==> src/rtl/seq_det_param.sv <==
// Serial pattern detector: loadable pattern, overlap mode, optional saturating match counter (SEQ_DET_MATCH_CNT_EN).
// Latency: PO pulses one clock after the edge that samples the completing bit.
// Backpressure: none; pi_valid qualifies each bit and idle cycles simply hold state.
module seq_det_param #(
    parameter int               PAT_W   = 4,
    parameter logic [PAT_W-1:0] PAT_RST = PAT_W'(4'b1011),
    parameter int               CNT_W   = 8
) (
    input  logic             clk,
    input  logic             reset,
    input  logic             PI,
    input  logic             pi_valid,
    input  logic             overlap,
    input  logic             pat_load,
    input  logic [PAT_W-1:0] pat_in,
    input  logic             cnt_clr,
`ifdef SEQ_DET_MATCH_CNT_EN
    output logic             PO,
    output logic [CNT_W-1:0] match_cnt
`else
    output logic             PO
`endif
);

    localparam int                FILL_W    = $clog2(PAT_W + 1);
    localparam logic [FILL_W-1:0] FILL_FULL = FILL_W'(PAT_W);

    logic [PAT_W-1:0]  history;
    logic [PAT_W-1:0]  pattern;
    logic [PAT_W-1:0]  hist_shift;
    logic [FILL_W-1:0] fill;
    logic [FILL_W-1:0] fill_inc;
    logic              match;

    always_comb begin
        hist_shift = {history[PAT_W-2:0], PI};
        fill_inc   = (fill == FILL_FULL) ? fill : fill + FILL_W'(1);
        match      = pi_valid && !pat_load && (fill_inc == FILL_FULL) && (hist_shift == pattern);
    end

    always_ff @(posedge clk or negedge reset) begin
        if (!reset) begin
            history <= '0;
            fill    <= '0;
            pattern <= PAT_RST;
            PO      <= 1'b0;
        end else if (pat_load) begin
            // the PI bit arriving with a load is dropped; history is stale until refilled
            pattern <= pat_in;
            fill    <= '0;
            PO      <= 1'b0;
        end else if (pi_valid) begin
            history <= hist_shift;
            fill    <= (match && !overlap) ? '0 : fill_inc;
            PO      <= match;
        end else begin
            PO      <= 1'b0;
        end
    end

`ifdef SEQ_DET_MATCH_CNT_EN
    localparam logic [CNT_W-1:0] CNT_MAX = '1;

    always_ff @(posedge clk or negedge reset) begin
        if (!reset) begin
            match_cnt <= '0;
        end else if (cnt_clr) begin
            match_cnt <= '0;
        end else if (match && (match_cnt != CNT_MAX)) begin
            match_cnt <= match_cnt + CNT_W'(1);
        end
    end
`else
    logic unused_cnt;
    assign unused_cnt = cnt_clr & (CNT_W > 0);
`endif

endmodule

==> config.mk <==
export PLATFORM = sky130hd
export DESIGN_NAME = seq_det_param
export DESIGN_NICKNAME = d
export VERILOG_FILES = /design/src/rtl/seq_det_param.sv
export SDC_FILE = /design/constraint.sdc
export NUM_CORES = 1
export LEC_CHECK = 0
export BUFFER_PORTS_ARGS = -buffer_cell sky130_fd_sc_hd__buf_2
export CAP_MARGIN = 20
export CORE_AREA = 5 5 42 44
export DETAILED_ROUTE_END_ITERATION = 7
export DIE_AREA = 0 0 47 49
export PLACE_DENSITY = 0.59
export SYNTH_ARGS = -nofsm -noshare
export SYNTH_HDL_FRONTEND = slang
export SYNTH_SLANG_ARGS = --single-unit
==> constraint.sdc <==
create_clock -name clk -period 4.2 [get_ports clk]
set_input_delay 0 -clock clk [delete_from_list [all_inputs] [get_ports clk]]
set_output_delay 0 -clock clk [all_outputs]
set_load 0.05 [all_outputs]
Word level (Yosys, flattened, before mapping)
Index checks and enable logic that the tools add are counted.
{ "word_totals": {"out_inout_bits": 1, "register_bits": 11, "word_cells": 23, "in_bits": 11} }
{ "op_classes": {"addsub": 1, "reduce_logical": 8, "n_eq_ne": 3, "n_bitwise": 1, "mux": 6} }
{ "op_table": {"columns": ["op", "n"], "rows": [
  ["2-to-1 mux 3 bit", 4],
  ["equality test 3 bit, second input constant", 2],
  ["equality test 4 bit", 1],
  ["logical AND 1 bit", 4],
  ["adder 3 x 1 -> 3 bit, second input constant", 1],
  ["logical NOT 1 bit", 2],
  ["2-to-1 mux 1 bit", 2],
  ["AND reduction 2 bit", 1],
  ["nonzero test 2 bit", 1],
  ["inverter 1 bit", 1]
]} }

Logic depth before layout (Yosys ltp)
{ "logic_depth": {"depth_word": 9, "mapped_depth": 6, "ltp_nobuf": 6} }

Worst setup path after synthesis
Ideal clock, no wire load.
{ "synth_timing": {"path_type": "flip-flop to flip-flop", "start": "register fill[0]", "end": "register fill[2]", "setup_slack_ns": 2.804, "n_path_buf": 0, "t_arrival_ns": 1.269, "required_ns": 4.073, "period_less_slack_ns": 1.396, "setup_time_ns": 0.127, "stages_incl_launch_ff": 6, "cell_sequence": "dfrtp_1 > inv_1 > ha_1 > nor4_2 > and4b_1 > o21ai_1"} }
{ "synth_via": {"elab_chain_len": 9, "elab_cells_between_ends": 10, "cone_classes": "1 x add/sub; 2 x eq/ne; 4 x mux; 3 x reduce/logical"} }
{ "synth_rtl": {"columns": ["item", "line_no", "source"], "rows": [
  ["start, declared", "31", "logic [FILL_W-1:0] fill;"],
  ["start signal, assigned", "54", "fill <= (match && !overlap) ? '0 : fill_inc;"],
  ["adder 3 x 1 -> 3 bit or equality test 3 bit (tied branches)", "37", "fill_inc = (fill == FILL_FULL) ? fill : fill + FILL_W'(1);"],
  ["2-to-1 mux 3 bit (*)", "37", null],
  ["equality test 3 bit", "38", "match = pi_valid && !pat_load && (fill_inc == FILL_FULL) && (hist_shift == pattern);"],
  ["logical AND 1 bit (2 in a row)", "38", null],
  ["logical AND 1 bit", "54", null],
  ["2-to-1 mux 3 bit (*)", "54", null],
  ["2-to-1 mux 3 bit (*)", "52", "end else if (pi_valid) begin"],
  ["2-to-1 mux 3 bit (*)", "47", "end else if (pat_load) begin"]
]} }
Every way passes the cells marked *; elsewhere a longest branch is shown, timed or not. The select of a mux whose other input is x is not followed.
A chain may end at the register's enable or synchronous reset.

Worst setup path after layout
Same ends and word-level chain as after synthesis.

==> flow_metrics.py <==
metrics = {
    "power_and_ir_drop": {
        "p_leak_uw": 0.0003203,
        "peakVddDrop_mv": 0.2128,
        "pwr_density_cell_mw_per_mm2": 358.8,
    },
    "timing": {
        "skew_ns": 0.0003881,
        "tns_ns": 0,
        "worst-slew-pin-transition_ns": 0.2310,
        "layout_min_cycle_time_ns": 1.488,
        "slew_headroom_pct": 84.44,
        "setup_violations": 0,
        "post-route-period-util_pct": 35.43,
        "rsz0062_at_grt": "false",
        "finalMaxSlewViolations": 0,
        "fmax_mhz": 672.1,
        "hold_viol_final": 0,
    },
    "cells_and_area": {
        "nNetsFinal": 79,
        "instances_no_fill": 81,
        "n_antenna_cell": 0,
        "drive_above_1_share_pct": 38.46,
        "fillerInstances": 144,
        "utilization_pct": 49.82,
        "area_delta_synth_final_pct": 27.69,
    },
    "drt": {
        "wl_per_cell_um": 11.25,
        "drc": 0,
        "drt_iter0_drc": 9,
        "num_vias": 381,
        "wirelength_um": 911,
        "dr.pass1.iters": 2,
        "ant_nets": 0,
        "via_per_inst": 4.704,
    },
    "placement": {
        "place_inst": 71,
        "gp_congestion": 0.7260,
        "port_buffers": 10,
    },
    "critical_path": {
        "critPathMaxFanout": 3,
        "worstReg2RegStart": "fill[0]",
        "r2r-end": "fill[2]",
        "startpoint_type": "register",
        "reg2reg_depth": 5,
        "required_ns": 4.35,
        "worstPathArrival_ns": 1.64,
        "worstSetupEndpointType": "register",
        "path_class": "register to register",
        "rrSetupSlack_ns": 2.71,
    },
    "synthesis": {
        "synthFlopType": "dfrtp_1",
        "postSynthRegisterBits": 11,
        "synth_seq_area_share_pct": 51.03,
        "syn_nets": 59,
        "syn_inst": 46,
        "syn-cell-area_um2": 546.8,
        "synthArstFlopShare_pct": 100.0,
        "synth_edf_count": 0,
        "ys_warn_count": 0,
        "avgSynthCellArea_um2": 11.89,
        "ys_types": 17,
    },
    "global_routing": {
        "grt_use_total_pct": 9.737,
        "antenna_found_initial": 0,
        "grt-ovfl-total": 0,
        "grt_max_degree": 12,
        "grt_pass1_vias": 383,
        "grt_pass1_wl_mm": 1.587,
    },
    "cts": {
        "cts_sinks": 11,
        "tritoncts": "yes",
        "h-tree-depth": 1,
        "clk_latency_ns": 0.26,
        "cts_buffers": 3,
        "path_clk_slew_ns": 0.07,
        "root_buffer": "clkbuf_4",
        "clockBufferDepth": 2,
    },
    "worst_hold_path": {
        "min_from": "pat_load",
        "hold_class": "input pin to register",
        "min_to": "fill[0]",
        "hold_depth": 2,
    },
    "floorplan": {
        "rows": 14,
        "fp.dieArea_mm2": 0.002303,
        "io_pins": 12,
        "coreArea_mm2": 0.001401,
        "initial_utilization_pct": 39.02,
        "fp.dieH_um": 49,
        "die_x_um": 47,
    },
    "outcome": {
        "status": "finished clean",
    },
    "run": {
        "maxCapViolCount": 0,
    },
}
[cell type report]
cell class / count / area, um^2 / area share (%)
clock buffer: 4 / 26.28 / 3.763
sequential: 11 / 279.0 / 39.96
timing repair buffer: 16 / 110.1 / 15.77
tap: 16 / 20.02 / 2.867
inverter: 2 / 7.507 / 1.075
multi-input combinational: 32 / 255.2 / 36.56
[cell usage after synthesis (all sizes together), types with 2 or more instances]
library cell	n	area, um^2
xnor2	3	26.28
inv	2	7.510
nor2	6	22.52
mux2	7	78.83
xor2	3	26.28
o21ai	2	10.00
dfstp	3	78.83
dfrtp	8	200.2
ha	2	25.02
nand2	4	15.01
[timing repair]
action,in CTS,in global routing
hold buffers,6,0
endpoints found under the hold margin,16,0
setup buffers,0,0
gates resized for setup,0,0
[kinds of logic after synthesis]
group / synth area share [%]
muxes: 16.25
buffers and inverters: 2.288
xor gates and xnor gates: 9.613
DFF: 51.03
and+or+nand+nor: 14.41
adders and majority gates: 4.576
AOI/OAI and AO/OA: 1.829
[cells in the final DEF, fill, tap and decap left out]
cell type | Yosys | final
ha_1 | 2 | 2
inv_1 | 2 | 2
dfstp_2 | 3 | 3
nor2_1 | 6 | 6
clkbuf_4 | 0 | 3
mux2i_1 | 1 | 1
xor2_1 | 3 | 3
o21ai_0 | 1 | 1
mux2_2 | 7 | 7
nor4_2 | 1 | 1
o21ai_1 | 1 | 1
and4b_1 | 1 | 1
clkbuf_1 | 0 | 1
buf_2 | 1 | 10
nand2_1 | 4 | 4
dlygate4sd3_1 | 0 | 6
nand2b_4 | 1 | 1
nand3_1 | 1 | 1
xnor2_1 | 3 | 3
dfrtp_1 | 8 | 8
[worst max path at each step]
| stage | from | end | slack, ns | cells after the start |
|---|---|---|---|---|
| 2_1_floorplan | fill[0] | fill[2] | 2.80 | 5 |
| 3_3_place_gp | fill[0] | fill[2] | 2.72 | 5 |
| 3_5_place_dp | fill[0] | fill[2] | 2.69 | 5 |
| 4_1_cts | fill[0] | fill[2] | 2.68 | 5 |
| 5_1_grt | fill[0] | fill[2] | 2.57 | 5 |
| 6_report | fill[0] | fill[2] | 2.71 | 5 |
[critical path, stage by stage, from the launching register on]
cell	delay [ns]
dfrtp_1	0.39
inv_1	0.08
ha_1	0.33
nor4_2	0.30
and4b_1	0.23
o21ai_1	0.05
[through the flow]
stage          setup slack, ns  hold slack, ns  area (um^2)  power (uW)
6_report                 2.712         0.03107        698.2       250.5
3_3_place_gp             2.720         -0.1148        611.8       177.1
4_1_cts                  2.682         0.03121        698.2       254.1
5_1_grt                  2.573         0.03467        698.2       267.4
2_1_floorplan            2.804         -0.2956        546.8       164.6
3_5_place_dp             2.695         -0.1165        611.8       177.9
[per-layer routing]
layer	part of all wire (%)	GRT usage (%)	wire, um
met1	42	11.76	385
met2	49	14.48	448
met3	6.8	2.214	62
met4	1.5	6.912	14
met5	0	0	0
[power breakdown]
part / leakage (uW) / internal [uW] / switching, uW
sequential: 0.000133 / 121 / 9.81
clock: 0.0000150 / 36.7 / 34.5
combinational: 0.000172 / 28.3 / 20.1
[sequential cells by signal, summed over array words and instances (netlist names)]
signal   count
pattern      4
history      3
PO           1
fill         3
(Power assumes the default switching activity.)
